`config.mk`:
```
export PLATFORM = sky130hd
export DESIGN_NAME = param_sync_fifo
export DESIGN_NICKNAME = d
export VERILOG_FILES = /design/src/rtl/param_sync_fifo.sv
export SDC_FILE = /design/constraint.sdc
export NUM_CORES = 1
export LEC_CHECK = 0
export BUFFER_PORTS_ARGS = -buffer_cell sky130_fd_sc_hd__buf_2
export CAP_MARGIN = 0
export CORE_ASPECT_RATIO = 1.1
export CORE_MARGIN = 1.5
export CORE_UTILIZATION = 54
export CTS_CLUSTER_DIAMETER = 80
export CTS_CLUSTER_SIZE = 20
export DETAILED_ROUTE_END_ITERATION = 10
export PLACE_DENSITY = 0.79
export SLEW_MARGIN = 5
export SYNTH_ARGS = -nofsm -noshare
export SYNTH_HDL_FRONTEND = slang
export SYNTH_SLANG_ARGS = --single-unit
```
`constraint.sdc`:
```
create_clock -name clk -period 3.1 [get_ports clk]
set_clock_uncertainty 0.2 [all_clocks]
set_input_delay 0 -clock clk [delete_from_list [all_inputs] [get_ports clk]]
set_output_delay 0 -clock clk [all_outputs]
set_load 0.02 [all_outputs]
```
`src/rtl/param_sync_fifo.sv`:
```
// param_sync_fifo: single-clock FIFO with registered read data, level flags and overflow/underflow pulses
module param_sync_fifo #(
    parameter int WIDTH    = 8,
    parameter int DEPTH    = 16,
    parameter int AF_LEVEL = DEPTH - 2,
    parameter int AE_LEVEL = 2
) (
    input  logic                       clk,
    input  logic                       rst,
    input  logic                       we,
    input  logic [WIDTH-1:0]           data_in,
    input  logic                       re,
    output logic [WIDTH-1:0]           data_out,
    output logic                       full,
    output logic                       empty,
    output logic                       almost_full,
    output logic                       almost_empty,
    output logic [$clog2(DEPTH):0]     count,
    output logic                       overflow,
    output logic                       underflow
);
    localparam int AW = $clog2(DEPTH);
    localparam int CW = AW + 1;
    logic [WIDTH-1:0] mem [DEPTH];
    logic [AW-1:0]    wptr_q, wptr_d, rptr_q, rptr_d;
    logic [CW-1:0]    count_q, count_d;
    logic [WIDTH-1:0] dout_q, dout_d;
    logic             ovf_q, ovf_d, udf_q, udf_d;
    logic             rd_ok, wr_ok;
    assign rd_ok = re && (count_q != '0);
    assign wr_ok = we && ((count_q != CW'(DEPTH)) || rd_ok);
    always_comb begin
        wptr_d  = wr_ok ? wptr_q + AW'(1) : wptr_q;
        rptr_d  = rd_ok ? rptr_q + AW'(1) : rptr_q;
        count_d = (wr_ok && !rd_ok) ? count_q + CW'(1) :
                  (rd_ok && !wr_ok) ? count_q - CW'(1) : count_q;
        dout_d  = rd_ok ? mem[rptr_q] : dout_q;
        ovf_d   = we && !wr_ok;
        udf_d   = re && !rd_ok;
    end
    always_ff @(posedge clk or posedge rst) begin
        if (rst) begin
            wptr_q  <= '0;
            rptr_q  <= '0;
            count_q <= '0;
            dout_q  <= '0;
            ovf_q   <= 1'b0;
            udf_q   <= 1'b0;
        end else begin
            wptr_q  <= wptr_d;
            rptr_q  <= rptr_d;
            count_q <= count_d;
            dout_q  <= dout_d;
            ovf_q   <= ovf_d;
            udf_q   <= udf_d;
        end
    end
    // storage is deliberately unreset; rst only blocks writes while asserted
    always_ff @(posedge clk) begin
        if (wr_ok && !rst) mem[wptr_q] <= data_in;
    end
    assign data_out     = dout_q;
    assign count        = count_q;
    assign full         = count_q == CW'(DEPTH);
    assign empty        = count_q == '0;
    assign almost_full  = count_q >= CW'(AF_LEVEL);
    assign almost_empty = count_q <= CW'(AE_LEVEL);
    assign overflow     = ovf_q;
    assign underflow    = udf_q;
endmodule

```
==> flow_summary.toml <==
[status]
status = "completed"

[cts]
clock-sinks = 151
post_cts_buffers = 0
cts-root-buf = "clkbuf_16"
cts.clk_slew.worst_paths_ns = 0.06
clk_path_buf_depth = 2
cts_tree = "done"
insertion_delay_ns = 0.42
cts_made_buffers = 17
htree_levels = 4

[logic_synthesis]
syn_inst = 315
synth_nets = 337
ys_seq_area_share_pct = 73.0
ys_seq_elements = 151
syn_area_mm2 = 0.00606
ys_warn_count = 0
postSynthAreaPerCell_um2 = 19.2
synth.distinct_cells = 36

[placement]
numPortBuffers = 30
hpwl_um = 7290
dp_cells = 500
place.gp.congestion = 0.828

[cells_and_area]
mostFrequentLayoutCells = "edfxtp_1, mux4_2, buf_2, dfrtp_1"
diodes = 0
area_growth_pct = 18.8
fillerInstances = 752
layout_commonest_cell = "edfxtp_1"
nNetsFinal = 407
drive_gt1_share_pct = 29.9
instances_no_fill = 545

[timing]
finalSetupViolations = 0
relSlewSlack_pct = 66.3
fin_tns_setup_ns = 0
period_share_pct = 94.6
rsz0062_at_grt = "false"
clock.fmax_ghz = 0.341
hold_viol_final = 0
slew_viol_final = 0
min_period_ns = 2.93
worst_pin_slew_ns = 0.505

[critical_path]
cpLargestDelayFamily = "simple AND/OR/NAND/NOR gates"
crit_path_max_incr_delay_ns = 0.61
arrival_ns = 3.08
path_cells = "or4_4 > o21ai_4 > ha_1 > inv_1 > fa_1 > a21o_1 > a21oi_1 > mux2i_1 > xnor2_1"
startpoint_type = "register"
endpoint_kind = "register"
crit_slowest_cell = "or4_4"
critPathMaxFanout = 8
worstSetupPathType = "reg2reg"
critPathRequiredTime_ns = 3.25
cp.buffers_inverters = 1

[floorplanning]
die_x_um = 104
rows = 40
fp.coreArea_mm2 = 0.0109
fp.dieH_um = 114
start_util_pct = 55.5
die_area_mm2 = 0.0119
io_pins = 31

[flow_run]
cap_violations = 0

[route]
wire_per_inst_um = 22.0
drt-initial-drc-count = 222
drt_pass1_iterations = 4
viasPerCell = 5.72
vias = 3115
antenna_left = 0
drcViolationCount = 0
wirelength_um = 12000

[global_routing]
antenna_found_initial = 0
first_global_vias = 3252
grt_usage_pct = 22.0
overflow = 0
grt_max_degree = 28
grt_pass1_wl_um = 18400

[worst_hold_path]
hold_class = "in2reg"

[pwr]
vdd_drop_max_v = 0.000741
powerDensity_mw_per_mm2 = 909
cellLeakagePower_uw = 0.00261
[worst paths after layout]
check                      cells after the start  slack (ns)                      end                    start
min in group asynchronous                      4        0.41    wptr_q[2]$_DFFE_PP0N_                      rst
max in group asynchronous                      5        1.75     count[4]$_DFFE_PP0P_                      rst
min reg2reg                                    2        0.28  data_out[4]$_DFFE_PP0P_  data_out[4]$_DFFE_PP0P_
max                                            9        0.17     count[4]$_DFFE_PP0P_     count[1]$_DFFE_PP0P_
min                                            4        0.26      underflow$_DFF_PP0_                       re
max reg2reg                                    9        0.17     count[4]$_DFFE_PP0P_     count[1]$_DFFE_PP0P_
[worst min-delay path, cell delays in order]
cell and delay [ns]:
dlygate4sd3_1 0.53, buf_2 0.16, inv_1 0.09, nor3_1 0.06
[area by class of cell]
| cell class | count | area [µm²] | area share (%) |
|---|---|---|---|
| tap | 147 | 184 | 2.56 |
| sequential | 151 | 4420 | 61.4 |
| inverter | 8 | 30.0 | 0.417 |
| clock buffer | 21 | 440 | 6.12 |
| timing repair buffer | 66 | 465 | 6.47 |
| multi-input combinational | 141 | 1530 | 21.2 |
| clock inverter | 11 | 131 | 1.83 |
[metal layers]
layer	up-vias	global-route usage (%)	part of all wire, %
met3	23	5.35	5.7
met1	1603	27.6	40
met5	-	0	0
met4	0	12.3	2.8
met2	104	35.8	51
li1	1385	-	-
[per-stage QoR]
step	total power (µW)	hold slack [ns]	utilization, %	setup slack (ns)	instance area, µm²
2_1_floorplan	4050	-0.181	-	0.0217	6060
3_3_place_gp	4490	-0.295	59.5	0.250	6490
3_5_place_dp	4570	-0.292	59.5	0.176	6490
4_1_cts	6580	0.246	65.9	0.167	7190
5_1_grt	6810	0.281	66.0	0.0245	7200
6_report	6540	0.258	66.0	0.168	7200
[timing repair]
item / 4_1_cts / 5_1_grt
hold buffers: 13 / 0
endpoints found under the hold margin: 171 / 0
endpoints found under the setup margin: 0 / 1
gates resized for setup: 0 / 1
[state kept, by name, indices dropped and copies added (netlist names)]
name	count
count	5
data_out	8
mem	128
overflow	1
rptr_q	4
underflow	1
wptr_q	4
[cells by family (layout without fill, tap and decap cells)]
family | count (synthesis) | count (layout) | synth area share [%]
adder cells (fa/ha/maj) | 10 | 10 | 2.19
AND/OR/NAND/NOR | 49 | 49 | 3.47
multiplexers | 52 | 52 | 15.3
XOR/XNOR | 10 | 10 | 1.45
flip-flops | 151 | 151 | 73.0
AO/OA/AOI/OAI | 20 | 20 | 2.73
buffers and inverters | 23 | 106 | 1.92
[power by group]
part           internal, µW  total [µW]  switching [µW]
combinational           883        1870             991
clock                  1250        1990             743
sequential             2450        2680             230
[synth_stat cells (all sizes together)]
| library cell | instances | area share (%) |
|---|---|---|
| edfxtp | 128 | 63 |
| mux4 | 32 | 12 |
| dfrtp | 23 | 9.5 |
| nor2 | 22 | 1.4 |
| mux2i | 17 | 2.8 |
| nand2 | 17 | 1.1 |
| buf | 11 | 1.2 |
| ha | 9 | 1.9 |
| inv | 8 | 0.50 |
| o221ai | 7 | 1.0 |
| xnor2 | 7 | 1.0 |
| o21ai | 5 | 0.60 |
| clkbuf | 4 | 0.25 |
| mux2 | 3 | 0.56 |
| xor2 | 3 | 0.43 |
| a21o | 2 | 0.25 |
| a21oi | 2 | 0.17 |
| nand3 | 2 | 0.17 |
| nor3 | 2 | 0.17 |
| a2111oi | 1 | 0.14 |
| a31o | 1 | 0.14 |
| a31oi | 1 | 0.21 |
| fa | 1 | 0.33 |
| nand3b | 1 | 0.12 |
| nand4 | 1 | 0.10 |
| nor4 | 1 | 0.10 |
| o211ai | 1 | 0.21 |
| or2 | 1 | 0.10 |
| or3 | 1 | 0.10 |
| or4 | 1 | 0.19 |
Power figures use the tool's default switching activity.
